File: src/rtl/otter_instr_encoder_if.sv
// Field-bundle input and instruction-memory write port of the RV32I encoder.
// master: bundle producer / memory model, slave: the encoder.
interface otter_instr_encoder_if #(
  parameter int ADDR_W = 14
);
  logic              IN_VALID;
  logic              IN_READY;
  logic [1:0]        FMT;
  logic [4:0]        RD;
  logic [4:0]        RS1;
  logic [4:0]        RS2;
  logic [2:0]        FUNCT;
  logic              THIRTY;
  logic [31:0]       IMM;
  logic              MEM_WE;
  logic [ADDR_W-1:0] MEM_ADDR;
  logic [31:0]       MEM_DIN;
  logic              MEM_ACK;
  logic              WR_DONE;
  logic              ERR;
  logic [ADDR_W-1:0] COUNT;

  modport master (
    output IN_VALID, FMT, RD, RS1, RS2, FUNCT, THIRTY, IMM, MEM_ACK,
    input  IN_READY, MEM_WE, MEM_ADDR, MEM_DIN, WR_DONE, ERR, COUNT
  );

  modport slave (
    input  IN_VALID, FMT, RD, RS1, RS2, FUNCT, THIRTY, IMM, MEM_ACK,
    output IN_READY, MEM_WE, MEM_ADDR, MEM_DIN, WR_DONE, ERR, COUNT
  );
endinterface

File: src/rtl/otter_instr_encoder.sv
// Packs RV32I fields (R / I-ALU / B / LUI) into a word and writes it to memory; write strobe 2 cycles after accept.
// Accepts only in IDLE; a write is held until MEM_ACK, illegal bundles raise sticky ERR and are dropped.
module otter_instr_encoder #(
  parameter int                ADDR_W    = 14,
  parameter logic [ADDR_W-1:0] BASE_ADDR = '0
) (
  input logic                  CLK,
  input logic                  RST,
  otter_instr_encoder_if.slave bus
);

  typedef enum logic [1:0] {IDLE, ENC, WR} state_t;

  localparam logic [1:0]        FMT_R   = 2'b00;
  localparam logic [1:0]        FMT_I   = 2'b01;
  localparam logic [1:0]        FMT_B   = 2'b10;
  localparam logic [1:0]        FMT_LUI = 2'b11;
  localparam logic [ADDR_W-1:0] ONE     = {{(ADDR_W-1){1'b0}}, 1'b1};

  state_t            state_q, state_d;
  logic [1:0]        fmt_q;
  logic [4:0]        rd_q, rs1_q, rs2_q;
  logic [2:0]        funct_q;
  logic              thirty_q;
  logic [31:0]       imm_q;
  logic [31:0]       word;
  logic              illegal;
  logic              i_fits, b_fits;
  logic              we_q, wr_done_q, err_q;
  logic [31:0]       din_q;
  logic [ADDR_W-1:0] addr_q, count_q;

  // Signed range checks: all bits above the sign position must equal it.
  assign i_fits = (&imm_q[31:11]) | ~(|imm_q[31:11]);
  assign b_fits = (&imm_q[31:12]) | ~(|imm_q[31:12]);

  always_comb begin
    word    = '0;
    illegal = 1'b0;
    unique case (fmt_q)
      FMT_R: begin
        word    = {1'b0, thirty_q, 5'b0, rs2_q, rs1_q, funct_q, rd_q, 7'b0110011};
        illegal = thirty_q && (funct_q != 3'b000) && (funct_q != 3'b101);
      end
      FMT_I: begin
        if (funct_q == 3'b101) begin
          word    = {1'b0, thirty_q, 5'b0, imm_q[4:0], rs1_q, funct_q, rd_q, 7'b0010011};
          illegal = |imm_q[31:5];
        end else if (funct_q == 3'b001) begin
          word    = {7'b0, imm_q[4:0], rs1_q, funct_q, rd_q, 7'b0010011};
          illegal = (|imm_q[31:5]) || thirty_q;
        end else begin
          word    = {imm_q[11:0], rs1_q, funct_q, rd_q, 7'b0010011};
          illegal = !i_fits;
        end
      end
      FMT_B: begin
        word    = {imm_q[12], imm_q[10:5], rs2_q, rs1_q, funct_q, imm_q[4:1], imm_q[11], 7'b1100011};
        illegal = imm_q[0] || !b_fits || (funct_q == 3'b010) || (funct_q == 3'b011);
      end
      FMT_LUI: begin
        word    = {imm_q[31:12], rd_q, 7'b0110111};
        illegal = |imm_q[11:0];
      end
      default: begin
        word    = '0;
        illegal = 1'b1;
      end
    endcase
  end

  always_comb begin
    state_d = state_q;
    unique case (state_q)
      IDLE:    if (bus.IN_VALID) state_d = ENC;
      ENC:     state_d = illegal ? IDLE : WR;
      WR:      if (bus.MEM_ACK) state_d = IDLE;
      default: state_d = IDLE;
    endcase
  end

  always_ff @(posedge CLK) begin
    if (RST) state_q <= IDLE;
    else     state_q <= state_d;
  end

  always_ff @(posedge CLK) begin
    if (RST) begin
      fmt_q     <= '0;
      rd_q      <= '0;
      rs1_q     <= '0;
      rs2_q     <= '0;
      funct_q   <= '0;
      thirty_q  <= 1'b0;
      imm_q     <= '0;
      we_q      <= 1'b0;
      din_q     <= '0;
      wr_done_q <= 1'b0;
      err_q     <= 1'b0;
      addr_q    <= BASE_ADDR;
      count_q   <= '0;
    end else begin
      wr_done_q <= 1'b0;
      unique case (state_q)
        IDLE: begin
          if (bus.IN_VALID) begin
            fmt_q    <= bus.FMT;
            rd_q     <= bus.RD;
            rs1_q    <= bus.RS1;
            rs2_q    <= bus.RS2;
            funct_q  <= bus.FUNCT;
            thirty_q <= bus.THIRTY;
            imm_q    <= bus.IMM;
          end
        end
        ENC: begin
          if (illegal) begin
            err_q <= 1'b1;
          end else begin
            din_q <= word;
            we_q  <= 1'b1;
          end
        end
        WR: begin
          if (bus.MEM_ACK) begin
            we_q      <= 1'b0;
            wr_done_q <= 1'b1;
            addr_q    <= addr_q + ONE;
            count_q   <= count_q + ONE;
          end
        end
        default: ;
      endcase
    end
  end

  assign bus.IN_READY = (state_q == IDLE) && !RST;
  assign bus.MEM_WE   = we_q;
  assign bus.MEM_ADDR = addr_q;
  assign bus.MEM_DIN  = din_q;
  assign bus.WR_DONE  = wr_done_q;
  assign bus.ERR      = err_q;
  assign bus.COUNT    = count_q;

endmodule

File: src/flat_wrapper.sv
// flat-port wrapper written by rule: the top's interface ports become plain ports
module otter_instr_encoder_flat 
#(
  parameter int                ADDR_W    = 14,
  parameter logic [ADDR_W-1:0] BASE_ADDR = '0
)
  (CLK, RST, bus_IN_VALID, bus_FMT, bus_RD, bus_RS1, bus_RS2, bus_FUNCT, bus_THIRTY, bus_IMM, bus_MEM_ACK, bus_IN_READY, bus_MEM_WE, bus_MEM_ADDR, bus_MEM_DIN, bus_WR_DONE, bus_ERR, bus_COUNT);
  otter_instr_encoder_if #(.ADDR_W(ADDR_W)) bus_i ();
  input logic CLK;
  input logic RST;
  input wire logic [$bits(bus_i.IN_VALID)-1:0] bus_IN_VALID;
  input wire logic [$bits(bus_i.FMT)-1:0] bus_FMT;
  input wire logic [$bits(bus_i.RD)-1:0] bus_RD;
  input wire logic [$bits(bus_i.RS1)-1:0] bus_RS1;
  input wire logic [$bits(bus_i.RS2)-1:0] bus_RS2;
  input wire logic [$bits(bus_i.FUNCT)-1:0] bus_FUNCT;
  input wire logic [$bits(bus_i.THIRTY)-1:0] bus_THIRTY;
  input wire logic [$bits(bus_i.IMM)-1:0] bus_IMM;
  input wire logic [$bits(bus_i.MEM_ACK)-1:0] bus_MEM_ACK;
  output wire logic [$bits(bus_i.IN_READY)-1:0] bus_IN_READY;
  output wire logic [$bits(bus_i.MEM_WE)-1:0] bus_MEM_WE;
  output wire logic [$bits(bus_i.MEM_ADDR)-1:0] bus_MEM_ADDR;
  output wire logic [$bits(bus_i.MEM_DIN)-1:0] bus_MEM_DIN;
  output wire logic [$bits(bus_i.WR_DONE)-1:0] bus_WR_DONE;
  output wire logic [$bits(bus_i.ERR)-1:0] bus_ERR;
  output wire logic [$bits(bus_i.COUNT)-1:0] bus_COUNT;
  assign bus_i.IN_VALID = bus_IN_VALID;
  assign bus_i.FMT = bus_FMT;
  assign bus_i.RD = bus_RD;
  assign bus_i.RS1 = bus_RS1;
  assign bus_i.RS2 = bus_RS2;
  assign bus_i.FUNCT = bus_FUNCT;
  assign bus_i.THIRTY = bus_THIRTY;
  assign bus_i.IMM = bus_IMM;
  assign bus_i.MEM_ACK = bus_MEM_ACK;
  assign bus_IN_READY = bus_i.IN_READY;
  assign bus_MEM_WE = bus_i.MEM_WE;
  assign bus_MEM_ADDR = bus_i.MEM_ADDR;
  assign bus_MEM_DIN = bus_i.MEM_DIN;
  assign bus_WR_DONE = bus_i.WR_DONE;
  assign bus_ERR = bus_i.ERR;
  assign bus_COUNT = bus_i.COUNT;
  otter_instr_encoder #(.ADDR_W(ADDR_W), .BASE_ADDR(BASE_ADDR)) u_core (.CLK(CLK), .RST(RST), .bus(bus_i));
endmodule
File: config.mk
export PLATFORM = sky130hd
export DESIGN_NAME = otter_instr_encoder_flat
export DESIGN_NICKNAME = d
export VERILOG_FILES = /design/src/rtl/otter_instr_encoder_if.sv /design/src/rtl/otter_instr_encoder.sv /design/src/flat_wrapper.sv
export SDC_FILE = /design/constraint.sdc
export NUM_CORES = 1
export LEC_CHECK = 0
export ABC_AREA = 1
export CORE_MARGIN = 2
export CORE_UTILIZATION = 35
export DETAILED_ROUTE_END_ITERATION = 10
export DONT_BUFFER_PORTS = 1
export PLACE_DENSITY_LB_ADDON = 0.25
export SLEW_MARGIN = 15
export SYNTH_ARGS = -nofsm -noshare
export SYNTH_HDL_FRONTEND = slang
export SYNTH_SLANG_ARGS = --single-unit
File: constraint.sdc
create_clock -name CLK -period 1.8 [get_ports CLK]
set_clock_uncertainty 0.2 [all_clocks]
set_input_delay 0.18 -clock CLK [delete_from_list [all_inputs] [get_ports CLK]]
set_output_delay 0.18 -clock CLK [all_outputs]
set_load 0.02 [all_outputs]
# Yosys cells after proc, flatten, opt, wreduce, memory -nomap -nowiden
# Index checks and enable logic that the tools add are counted.
totals:
  ff_bits: 118
  in_bits: 57
  out_inout_bits: 64
  word_cells: 76
classes:
  addsub: 2
  eq_ne: 13
  n_mux: 14
  bitwise: 6
  reduce_logical: 27
op_table:
  columns: ["op", "n"]
  rows:
  - ["$pmux 32 s4", 1]
  - ["$mux 32", 2]
  - ["$add 14x1->14 const B", 2]
  - ["$reduce_or 27->1", 1]
  - ["$reduce_and 21->1", 1]
  - ["$reduce_or 21->1", 1]
  - ["$reduce_and 20->1", 1]
  - ["$reduce_or 20->1", 1]
  - ["$reduce_or 12->1", 1]
  - ["$reduce_and 2->1", 5]
  - ["$eq 2x2->1 const B", 3]
  - ["$eq 3x2->1 const B", 2]
  - ["$mux 2", 3]
  - ["$ne 2x2->1 const B", 3]
  - ["$pmux 2 s3", 1]
  - ["$mux 1", 5]
  - ["$eq 2x1->1 const B", 2]
  - ["$logic_not 2->1", 2]
  - ["$logic_or 1x1->1", 4]
  - ["$not 1->1", 4]
  - ["$pmux 1 s4", 1]
  - ["$eq 3x1->1 const B", 1]
  - ["$eq 3x3->1 const B", 1]
  - ["$logic_and 1x1->1", 3]
  - ["other kinds (8)", 11]

# Longest topological paths before layout
# Gate-level depths: netlist of run 1.
depth:
  ltp_word: 10
  ltp_mapped: 14
  mapped_depth_nobuf: 13

# Least setup slack after synthesis of run 1
# Ideal clock, no wire load.
synth_timing:
  path_kind: "reg-to-reg"
  from: "register u_core.count_q[1] (netlist: u_core.bus.COUNT[1])"
  to: "register u_core.count_q[10] (netlist: u_core.bus.COUNT[10])"
  setup_time_ns: 0.119
  arrival_ns: 1.590
  required_time_ns: 1.481
  path_slack_ns: -0.110
  path_stages_with_launch: 10
  path_buffers: 0
  synth_period_minus_slack_ns: 1.910
  path_cell_list: "dfxtp_1 -> ha_1 -> nand2_1 -> nor3_2 -> and2_1 -> nand2_1 -> nor3_2 -> nand2_1 -> o21ai_0 -> a21oi_1"
synth_between:
  elab_chain_len: 1
synth_rtl:
  columns: ["element", "line", "source"]
  rows:
  - ["from (decl)", "otter_instr_encoder.sv:31", "logic [ADDR_W-1:0] addr_q, count_q;"]
  - ["from (signal assigned)", "otter_instr_encoder.sv:129", "count_q <= count_q + ONE;"]
  - ["$add 14x1->14", "otter_instr_encoder.sv:129", null]
# Every way passes these cells.
# A chain may end at the register's enable or synchronous reset.

# Worst setup path after layout of run 1
layout_timing:
  from: "register u_core.imm_q[14]"
  to: "register u_core.din_q[10] (netlist: u_core.bus.MEM_DIN[10])"
layout_between:
  elab_chain_len: 10
  elab_cells_between_ends: 20
  cone_classes: "3 x mux; 5 x bitwise; 12 x reduce/logical"
layout_rtl:
  columns: ["element", "line", "source"]
  rows:
  - ["from (decl)", "otter_instr_encoder.sv:25", "logic [31:0] imm_q;"]
  - ["from (signal assigned)", "otter_instr_encoder.sv:113", "imm_q <= bus.IMM;"]
  - ["parallel branches: the longest is 7 deep, another holds $reduce_or 21->1", null, null]
  - ["$pmux 1 s4 *", "otter_instr_encoder.sv:40", "unique case (fmt_q)"]
  - ["$not 1->1 (no line) *", null, null]
  - ["$reduce_and 2->1 (no line) *", null, null]
  - ["to (signal assigned)", "otter_instr_encoder.sv:120", "din_q <= word;"]
  - ["to (decl)", "otter_instr_encoder.sv:30", "logic [31:0] din_q;"]
# Mark *: on every way between the ends.

==> results of run 1 <==
## kinds of logic after synthesis
| kind of cell | synth area share, % |
|---|---|
| xor+xnor | 0.345 |
| simple gates | 28.0 |
| other cells | 0.0739 |
| flops | 45.8 |
| buf+inv | 7.90 |
| compound gates | 17.4 |
| fa+ha+maj | 0.493 |
## flip-flops by register name, summed over array words and instances, names as in the netlist
name / cells
u_core.imm_q: 32
u_core.bus.MEM_DIN: 30
u_core.bus.COUNT: 14
u_core.bus.MEM_ADDR: 14
u_core.rd_q: 5
u_core.rs1_q: 5
u_core.rs2_q: 5
u_core.funct_q: 3
u_core.fmt_q: 2
u_core.state_q: 2
u_core.bus.ERR: 1
u_core.bus.MEM_WE: 1
u_core.bus.WR_DONE: 1
u_core.thirty_q: 1
## cells in the mapped netlist, types with 2 or more instances
| master | instances | share of area, % |
|---|---|---|
| a21oi_1 | 76 | 7.5 |
| nand4_1 | 7 | 0.86 |
| o22ai_1 | 4 | 0.49 |
| nor2_1 | 126 | 9.3 |
| inv_1 | 56 | 4.1 |
| o21a_1 | 3 | 0.44 |
| nor3_2 | 4 | 0.79 |
| nor4_1 | 2 | 0.25 |
| o21ai_0 | 72 | 7.1 |
| nand3_1 | 39 | 3.8 |
| o2111ai_1 | 4 | 0.69 |
| nor2_2 | 4 | 0.49 |
| clkbuf_1 | 26 | 1.9 |
| buf_4 | 5 | 0.74 |
| a221oi_1 | 4 | 0.69 |
| nand2_1 | 134 | 9.9 |
| buf_6 | 2 | 0.44 |
| dfxtp_1 | 116 | 46 |
| nor3_1 | 9 | 0.89 |
| buf_2 | 5 | 0.49 |
| ha_1 | 2 | 0.49 |
| nand2_4 | 2 | 0.44 |
| inv_2 | 2 | 0.15 |
## worst max-delay path: stages, from the launching register on
cell and delay [ps]:
dfxtp_2 320, or2_1 230, nor2_2 160, nand3_2 100, nor2_2 100, nor2_1 50, nand2_1 70, nand3_2 110
nand2_4 130, buf_12 140, nand2_4 90, nand2_1 110, a21oi_2 60
## how the worst min path moves through the flow
stage,from,endpoint,slack [ps],cells after the start
2_1_floorplan,bus_FUNCT[1],u_core.funct_q[1],150,2
3_3_place_gp,RST,u_core.bus.COUNT[1],50,1
3_5_place_dp,RST,u_core.bus.COUNT[1],50,1
4_1_cts,bus_IMM[29],u_core.imm_q[29],250,3
5_1_grt,bus_IMM[30],u_core.imm_q[30],280,3
6_report,bus_IMM[29],u_core.imm_q[29],270,3
## stage by stage
stage          setup TNS (ps)  setup slack, ps  total power [W]  cell area [µm²]
2_1_floorplan           -1.13           -0.566          0.00348             5080
3_3_place_gp            -2250            -76.8          0.00382             5790
3_5_place_dp            -3980             -150          0.00384             5790
4_1_cts                 -2710             -109          0.00744             7200
5_1_grt                -10420             -309          0.00783             7750
6_report                -4750             -175          0.00754             7750
## final cells by class
type / count / share of cell area (%)
Clock inverter: 4 / 0.904
Multi-Input combinational cell: 508 / 36.1
Inverter: 58 / 2.92
Tap cell: 180 / 2.91
Sequential cell: 116 / 30.3
Timing Repair Buffer: 164 / 20.1
Clock buffer: 25 / 6.65
## routing by layer
metal | global-route usage, % | wire length, µm
met2 | 33.8 | 8370
met5 | 0 | 0
met1 | 24.3 | 7120
met4 | 8.20 | 319
met3 | 6.44 | 1150
## power by group through the flow
| stage | clock, W | sequential (W) | combinational (W) |
|---|---|---|---|
| 2_1_floorplan | 0 | 0.00291 | 0.000568 |
| 3_3_place_gp | 0 | 0.00294 | 0.000882 |
| 3_5_place_dp | 0 | 0.00294 | 0.000899 |
| 4_1_cts | 0.00340 | 0.00289 | 0.00114 |
| 5_1_grt | 0.00350 | 0.00292 | 0.00141 |
| 6_report | 0.00334 | 0.00290 | 0.00130 |
## layout by cell type (no fill, tap or decap), types with 6 or more instances in the layout
cell type and instances:
nor2_1 107, nor2_2 17, nand3_1 16, dfxtp_1 97, o21ai_1 6, clkbuf_16 20
dfxtp_2 17, nand2_1 117, nor3_1 9, buf_4 85, buf_12 7, a21oi_2 15
dlygate4sd3_1 56, a21oi_1 61, inv_2 6, inv_1 50, nor2_4 7, nand2_2 12
nand4_1 7, nand2_4 9, nand3_2 23, clkbuf_8 6, o21ai_0 63, buf_6 13
## timing repair
action	in CTS	in global routing
buffers inserted	10	14
hold buffers	57	0
resized for setup	35	115
pin swaps	22	42
endpoints found under the setup margin	38	71
gates cloned	2	5
hold endpoints to repair	115	0
==> results.py, run 1 <==
metrics = {
    "pwr": {
        "cellLeakagePower_nw": 3.09,
        "peakVddDrop_v": 0.000701,
        "p_clk_share_pct": 44.3,
        "combPwrFrac_pct": 17.2,
        "p_sw_w": 0.00199,
        "seqPwrFrac_pct": 38.5,
        "intPower_w": 0.00554,
        "netSwitchingFraction_pct": 26.4,
        "power.density_nw_per_um2": 972,
    },
    "global_route": {
        "grt_max_degree": 77,
        "grt_antenna_before_repair": 0,
        "gr-total-overflow": 0,
        "grt_pass1_wl_mm": 25.1,
        "grt_pass1_vias": 5021,
        "grt_usage_pct": 20.3,
    },
    "finish": {
        "area_growth_pct": 52.8,
        "fin_nets": 924,
        "multi_input_area_um2": 2800,
        "fillCellCount": 1225,
        "final_cells": 1055,
        "final-seq-area_um2": 2350,
        "post-route-util_pct": 55.2,
        "diodes": 0,
        "drive_above_1_share_pct": 29.8,
    },
    "sta": {
        "final_hold_viol_count": 0,
        "holdWs_ps": 266,
        "rsz0062_at_grt": "true",
        "setup_slack_ps": -175,
        "drv_slew": 0,
        "period_share_pct": 110,
        "finalCriticalPeriod_ps": 1980,
        "clock.fmax_ghz": 0.506,
        "setup_viol": 35,
    },
    "route": {
        "drt_wl_total_mm": 17.0,
        "vias_per_cell": 5.11,
        "postRouteAntennaNets": 0,
        "drtPass1Iterations": 7,
        "vias": 5388,
        "first_iter_violations": 409,
        "routedWlPerCell_um": 16.1,
        "post-route-drc-count": 0,
    },
    "floorplan": {
        "dieWidth_um": 124,
        "rows": 43,
        "ios": 121,
        "start_util_pct": 36.1,
        "fp.dieH_um": 124,
        "fp.dieArea_um2": 15500,
        "core-area_um2": 14000,
    },
    "placement": {
        "portBuffers": 0,
        "placed_cells": 940,
        "hpwlAfterDp_mm": 10.8,
        "gp_congestion": 0.856,
    },
    "synthesis": {
        "synth_nets": 776,
        "yosys_warnings": 0,
        "yosysSeqAreaShare_pct": 45.8,
        "synth_cell_type_count": 36,
        "netlist_area_um2": 5070,
        "async_flop_share_pct": 0,
        "synth_seq_cells": 116,
        "netlist_instances": 717,
        "synth_ff_type": "dfxtp_1",
        "synth-edff-count": 0,
        "synth.avg_cell_area_um2": 7.07,
    },
    "critical_path": {
        "cp_data_required_time_ps": 1900,
        "arrival_ps": 2070,
        "crit_type": "reg -> reg",
        "crit_fanout": 6,
        "reg2reg_from": "u_core.imm_q[14]",
        "setup.worst_path.start": "u_core.imm_q[14]",
        "cp-start-kind": "flip-flop",
        "r2r_slack_ps": -180,
        "crit_end": "u_core.bus.MEM_DIN[10]",
        "r2r_end": "u_core.bus.MEM_DIN[10]",
        "reg2reg_depth": 12,
        "critPathCaptureType": "flip-flop",
    },
    "clock_tree": {
        "h-tree-depth": 4,
        "clkTransAtPathRegs_ps": 60,
        "clk_latency_ps": 410,
        "cts_buffers": 17,
        "cts_sinks": 116,
        "cts_max_path_buffers": 2,
        "clock_tree.root_cell": "clkbuf_16",
        "tritoncts": "yes",
    },
    "job": {
        "maxCapViolCount": 0,
    },
    "run_status": {
        "status": "complete, but fails checks",
        "violations": "negative setup slack",
    },
    "min_path": {
        "min_path_type": "in -> reg",
    },
}
Power figures use the tool's default switching activity.
==> run 2, diff against run 1 <==
--- a/config.mk
+++ b/config.mk
@@ -6,6 +6,7 @@
 export NUM_CORES = 1
 export LEC_CHECK = 0
 export ABC_AREA = 1
+export CORE_ASPECT_RATIO = 1.4
 export CORE_MARGIN = 2
 export CORE_UTILIZATION = 35
 export DETAILED_ROUTE_END_ITERATION = 10
==> run 2 against run 1 <==
Compared with the run above:
- the flow finishes with violations (negative hold slack, negative setup slack)
- register-to-register slack got worse by 20 ps
- fmax fell by 1.2%
- via count fell by 1.2%
- sequential power barely moved
- hold slack got worse by 280 ps
- final cell count rose by 0.57%
- flip-flop and latch count did not move
- sequential share of layout area rose by 1.0 points
- largest power group unchanged
==> results.py, run 2 (synthesis gave the netlist of run 1 again) <==
metrics = {
    "global_route": {
        "grt_usage_pct": 21.0,
        "grt_pass1_vias": 5050,
        "grt_pass1_wl_mm": 25.3,
        "gr-total-overflow": 0,
        "grt_antenna_before_repair": 0,
        "grt_max_degree": 44,
    },
    "floorplan": {
        "rows": 52,
        "core-area_um2": 14300,
        "start_util_pct": 35.4,
        "fp.dieArea_um2": 15500,
        "ios": 121,
        "dieWidth_um": 106,
        "fp.dieH_um": 146,
    },
    "critical_path": {
        "r2r_end": "u_core.bus.MEM_DIN[30]",
        "cp_data_required_time_ps": 1890,
        "cp-start-kind": "flip-flop",
        "crit_type": "reg -> reg",
        "critPathCaptureType": "flip-flop",
        "reg2reg_from": "u_core.imm_q[14]",
        "arrival_ps": 2090,
        "crit_fanout": 7,
        "reg2reg_depth": 13,
        "r2r_slack_ps": -200,
    },
    "route": {
        "drt_wl_total_mm": 16.8,
        "drtPass1Iterations": 5,
        "post-route-drc-count": 0,
        "wirelength_met1_mm": 6.29,
        "routedWlPerCell_um": 15.9,
        "vias_per_cell": 5.02,
        "dr_wl_met3_um": 739,
        "postRouteAntennaNets": 0,
        "vias": 5324,
        "wl_met2_mm": 9.21,
        "top_layer_used": "met4",
        "first_iter_violations": 262,
    },
    "sta": {
        "rsz0062_at_grt": "true",
        "period_share_pct": 111,
        "final_hold_viol_count": 8,
        "finalCriticalPeriod_ps": 2000,
        "holdWs_ps": -9.91,
        "drv_slew": 0,
        "setup_slack_ps": -199,
        "clock.fmax_ghz": 0.500,
        "setup_viol": 38,
    },
    "placement": {
        "portBuffers": 0,
        "place_area_um2": 5820,
        "hpwlAfterDp_mm": 11.3,
        "gp_congestion": 0.909,
    },
    "finish": {
        "area_growth_pct": 48.4,
        "layout_commonest_cell": "nand2_1",
        "top_register": "u_core.imm_q",
        "fin_nets": 918,
        "drive_above_1_share_pct": 25.0,
        "layout_common_cells": "nand2_1 (126), nor2_1 (112), dfxtp_1 (97)",
        "fin_area_um2": 7530,
        "diodes": 0,
        "largest_register_ffs": 32,
    },
    "clock_tree": {
        "clk_latency_ps": 420,
        "tritoncts": "yes",
        "cts_buffers": 17,
        "clkTransAtPathRegs_ps": 60,
        "clock_tree.root_cell": "clkbuf_16",
        "h-tree-depth": 4,
        "cts_sinks": 116,
        "cts_max_path_buffers": 2,
    },
    "min_path": {
        "min_path_type": "in -> reg",
        "min-delay-start": "RST",
        "hold_path_end": "u_core.bus.MEM_ADDR[8]",
        "hold_depth": 4,
    },
    "pwr": {
        "peakVddDrop_v": 0.000533,
        "power.density_nw_per_um2": 1010,
        "cellLeakagePower_nw": 3.03,
        "finalPower_w": 0.00757,
    },
    "run_status": {
        "violations": "negative hold slack, negative setup slack",
        "status": "complete, but fails checks",
    },
    "job": {
        "maxCapViolCount": 0,
    },
}
run 2: cell count changes in the layout (fill, tap and decap cells not counted), sizes merged:
cell and change:
buf -5, bufinv +1, clkbuf -8, clkinv +4, clkinvlp +2, dlygate4sd3 +4
inv +1, nand2 -2
run 2: what timing repair did:
item | in CTS | in global routing
hold buffers | 59 | 3
setup endpoints to repair | 43 | 49
hold endpoints to repair | 99 | 40
resized for setup | 25 | 69
pin swaps | 12 | 26
setup buffers | 4 | 8
gates cloned | 2 | 0
run 2: critical path: stages, from the launching register on:
cell	delay, ps
dfxtp_2	320
or2_1	230
nor2_2	150
nand3_2	100
nor2_2	90
nor2_1	50
nand2_1	70
nand3_2	100
nand2_4	130
buf_12	150
buf_8	120
nand3_2	50
nand2_1	60
nor2_1	40
run 2: worst max-delay path by stage:
| stage | start | end | slack (ps) |
|---|---|---|---|
| floorplan | u_core.bus.COUNT[1] | u_core.bus.COUNT[10] | -0.6 |
| global placement | u_core.state_q[1] | u_core.bus.COUNT[12] | -120 |
| detailed placement | u_core.state_q[1] | u_core.bus.COUNT[12] | -180 |
| CTS | u_core.imm_q[30] | u_core.state_q[1] | -170 |
| global route | u_core.bus.COUNT[1] | u_core.bus.COUNT[13] | -300 |
| finish | u_core.imm_q[14] | u_core.bus.MEM_DIN[30] | -200 |
run 2: area by class of cell:
| type | count | area [µm²] |
|---|---|---|
| multi-input combinational | 506 | 2610 |
| clock inverter | 12 | 154 |
| fill | 1365 | 6790 |
| clock buffer | 20 | 467 |
| inverter | 58 | 220 |
| timing repair buffer | 160 | 1480 |
| sequential | 116 | 2360 |
| tap | 189 | 236 |
run 2: where the power goes:
group	leakage [nW]	internal [W]	switching, W
Combinational	1.77	0.000548	0.000634
Sequential	0.958	0.00272	0.000167
Clock	0.298	0.00228	0.00122
run 2: stage by stage:
stage,util (%),cells,setup slack [ps],setup TNS [ps]
detailed placement,40.6,954,-178,-4550
floorplan,-,717,-0.566,-1.13
CTS,50.3,1051,-168,-5010
global placement,40.6,954,-118,-3550
global route,52.6,1061,-302,-9590
finish,52.6,1061,-199,-5490
run 2: metal layers:
layer | vias to the layer above | GRT usage (%)
met5 | - | 0
met4 | 0 | 10.0
met3 | 37 | 3.62
met2 | 183 | 39.8
met1 | 2456 | 22.0
li1 | 2648 | -
==> run 3, diff against run 2 <==
--- a/config.mk
+++ b/config.mk
@@ -5,13 +5,14 @@
 export SDC_FILE = /design/constraint.sdc
 export NUM_CORES = 1
 export LEC_CHECK = 0
-export ABC_AREA = 1
 export CORE_ASPECT_RATIO = 1.4
 export CORE_MARGIN = 2
 export CORE_UTILIZATION = 35
 export DETAILED_ROUTE_END_ITERATION = 10
 export DONT_BUFFER_PORTS = 1
+export MAX_ROUTING_LAYER = met4
 export PLACE_DENSITY_LB_ADDON = 0.25
+export SKIP_CTS_REPAIR_TIMING = 1
 export SLEW_MARGIN = 15
 export SYNTH_ARGS = -nofsm -noshare
 export SYNTH_HDL_FRONTEND = slang
==> run 3 against run 2 <==
Compared with the run above:
- the flow still finishes with violations (negative hold slack, negative setup slack)
- sequential power about the same
- hold slack got worse by 350 ps
- area after synthesis fell by 3.2%
- count of clock-buffer cells in the layout rose by 3
- die area down 3.1%
- synthesized cell count fell by 16%
- core utilization decreased by 3.1 points
- first-iteration DRC count down 18%
- power increased by 1.4%
- flip-flop and latch count is the same
- combinational power decreased by 26%
- largest cell class unchanged
- largest power group unchanged
==> results.py, run 3 <==
metrics = {
    "clock_tree": {
        "cts_buffers": 17,
        "clock_tree.root_cell": "clkbuf_16",
        "cts_max_path_buffers": 2,
        "tritoncts": "yes",
        "clkTransAtPathRegs_ps": 60,
        "clk_latency_ps": 410,
        "h-tree-depth": 4,
        "cts_sinks": 116,
    },
    "route": {
        "vias": 4498,
        "first_iter_violations": 214,
        "vias_per_cell": 5.12,
        "post-route-drc-count": 0,
        "drt_wl_total_mm": 14.5,
        "postRouteAntennaNets": 0,
        "routedWlPerCell_um": 16.5,
        "drtPass1Iterations": 4,
    },
    "placement": {
        "place_area_um2": 5830,
        "hpwlAfterDp_mm": 10.1,
        "placed_cells": 837,
        "dp_slack_ps": -690,
        "gp_congestion": 0.867,
        "portBuffers": 0,
    },
    "finish": {
        "fin_area_um2": 6820,
        "diodes": 0,
        "area_growth_pct": 38.9,
        "fin_nets": 741,
        "drive_above_1_share_pct": 28.2,
        "layout_common_cells": "nand2_1 (131), dfxtp_1 (108), buf_4 (83)",
        "top_register": "u_core.imm_q",
        "layout_commonest_cell": "nand2_1",
        "largest_register_ffs": 32,
        "fillCellCount": 1369,
        "final_cells": 879,
        "post-route-util_pct": 49.5,
    },
    "sta": {
        "final_hold_viol_count": 115,
        "clock.fmax_ghz": 0.406,
        "rsz0062_at_grt": "true",
        "holdWs_ps": -356,
        "setup_viol": 33,
        "drv_slew": 0,
        "period_share_pct": 137,
        "finalCriticalPeriod_ps": 2460,
        "setup_slack_ps": -661,
    },
    "global_route": {
        "grt_pass1_wl_mm": 22.9,
        "met3_usage_pct": 7.48,
        "grt_pass1_vias": 4510,
        "grt-busiest-layer": "met2",
        "gr-total-overflow": 0,
        "met2_usage_pct": 33.8,
        "grt_antenna_before_repair": 0,
        "grt_use_met1_pct": 21.0,
        "grt_usage_pct": 19.8,
        "grt_max_degree": 124,
    },
    "synthesis": {
        "synth_ff_type": "dfxtp_1",
        "synth.avg_cell_area_um2": 8.14,
        "netlist_top_cells_count": "nand2_1 (137), dfxtp_1 (116), a21oi_1 (95), nor2_1 (42), clkbuf_1 (33)",
        "synth_top_area_share_pct": 47.3,
        "synth.most_common_cell": "nand2_1",
        "netlist_instances": 603,
        "async_flop_share_pct": 0,
        "netlist_area_um2": 4910,
        "synth.area.top_cells": "dfxtp_1 (47%), nand2_1 (10%), a21oi_1 (9.7%)",
        "yosysTopAreaCell": "dfxtp_1",
        "synth_nets": 662,
        "synth-edff-count": 0,
        "yosysSeqAreaShare_pct": 47.3,
        "yosys_warnings": 0,
        "synth_cell_type_count": 44,
        "synth_seq_cells": 116,
    },
    "critical_path": {
        "crit_type": "reg -> reg",
        "cp-start-kind": "flip-flop",
        "reg2reg_from": "u_core.imm_q[7]",
        "r2r_slack_ps": -660,
        "crit_buf_inv": 1,
        "arrival_ps": 2580,
        "critPathCaptureType": "flip-flop",
        "crit_chain": "or4_4 -> nor3_4 -> o21ai_2 -> a221oi_2 -> o21a_2 -> buf_12 -> a21oi_1 -> a211oi_1",
        "slowest_stage": "or4_4",
        "cp_data_required_time_ps": 1920,
        "crit_fanout": 10,
        "cpPeakStageDelay_ps": 540,
        "reg2reg_depth": 8,
        "r2r_end": "u_core.bus.MEM_DIN[12]",
        "cp_top_family": "compound AO/OA/AOI/OAI gates",
    },
    "floorplan": {
        "rows": 51,
        "ios": 121,
        "fp.dieH_um": 144,
        "dieWidth_um": 104,
        "core-area_um2": 13800,
        "fp.dieArea_um2": 15000,
        "start_util_pct": 35.6,
    },
    "pwr": {
        "finalPower_w": 0.00768,
        "cellLeakagePower_nw": 2.62,
        "power.density_nw_per_um2": 1130,
        "peakVddDrop_v": 0.000540,
    },
    "min_path": {
        "min-delay-start": "RST",
        "hold_path_end": "u_core.bus.MEM_DIN[10]",
        "min_path_type": "in -> reg",
        "hold_depth": 1,
    },
    "job": {
        "maxCapViolCount": 0,
    },
    "run_status": {
        "violations": "negative hold slack, negative setup slack",
        "status": "complete, but fails checks",
    },
}
run 3: how the worst max path moves through the flow:
stage                      from                endpoint  slack, ps  cells after the start
4_1_cts         u_core.imm_q[7]   u_core.bus.MEM_DIN[8]       -730                      8
6_report        u_core.imm_q[7]  u_core.bus.MEM_DIN[12]       -660                      8
3_3_place_gp    u_core.imm_q[7]   u_core.bus.MEM_DIN[2]       -660                      7
5_1_grt         u_core.imm_q[7]  u_core.bus.MEM_DIN[24]       -790                      9
2_1_floorplan  u_core.imm_q[29]   u_core.bus.MEM_DIN[2]       -500                      7
3_5_place_dp    u_core.imm_q[7]   u_core.bus.MEM_DIN[2]       -690                      7
run 3: worst reg2reg max path: stages (launching register included):
cell      delay (ps)
dfxtp_2          320
or4_4            540
nor3_4           190
o21ai_2           90
a221oi_2         320
o21a_2           280
buf_12           160
a21oi_1           70
a211oi_1         220
run 3: power by group:
| group | switching, W | internal (W) |
|---|---|---|
| Combinational | 0.000453 | 0.000421 |
| Sequential | 0.000178 | 0.00271 |
| Clock | 0.00118 | 0.00274 |
run 3: metrics by stage:
stage / hold WS (ps) / TNS [ps]
2_1_floorplan: 108 / -13770
3_3_place_gp: 59.3 / -18950
3_5_place_dp: 60.3 / -20020
4_1_cts: -366 / -20720
5_1_grt: -378 / -23930
6_report: -356 / -19770
run 3: kinds of logic (layout without fill, tap and decap cells):
| family | Yosys count | count (layout) | share of synthesized area [%] |
|---|---|---|---|
| fa+ha+maj | 2 | 2 | 0.510 |
| other cells | 1 | 1 | 0.0764 |
| xor+xnor | 21 | 21 | 3.75 |
| compound gates | 150 | 150 | 17.9 |
| simple gates | 251 | 251 | 23.0 |
| mux | 18 | 18 | 3.67 |
| flops | 116 | 116 | 47.3 |
| buf+inv | 44 | 135 | 3.80 |
run 3: layout make-up:
type,instances,area [µm²],area share [%]
Timing Repair Buffer,102,931,13.7
Tap cell,185,231,3.40
Sequential cell,116,2330,34.2
Clock buffer,23,488,7.16
Inverter,2,7.51,0.110
Clock inverter,8,195,2.86
Multi-Input combinational cell,443,2630,38.6
run 3: per-layer routing:
layer / wire length (µm) / vias up
met5: 0 / -
met4: 307 / 0
met3: 1130 / 20
met2: 7400 / 113
met1: 5620 / 2134
li1: - / 2231
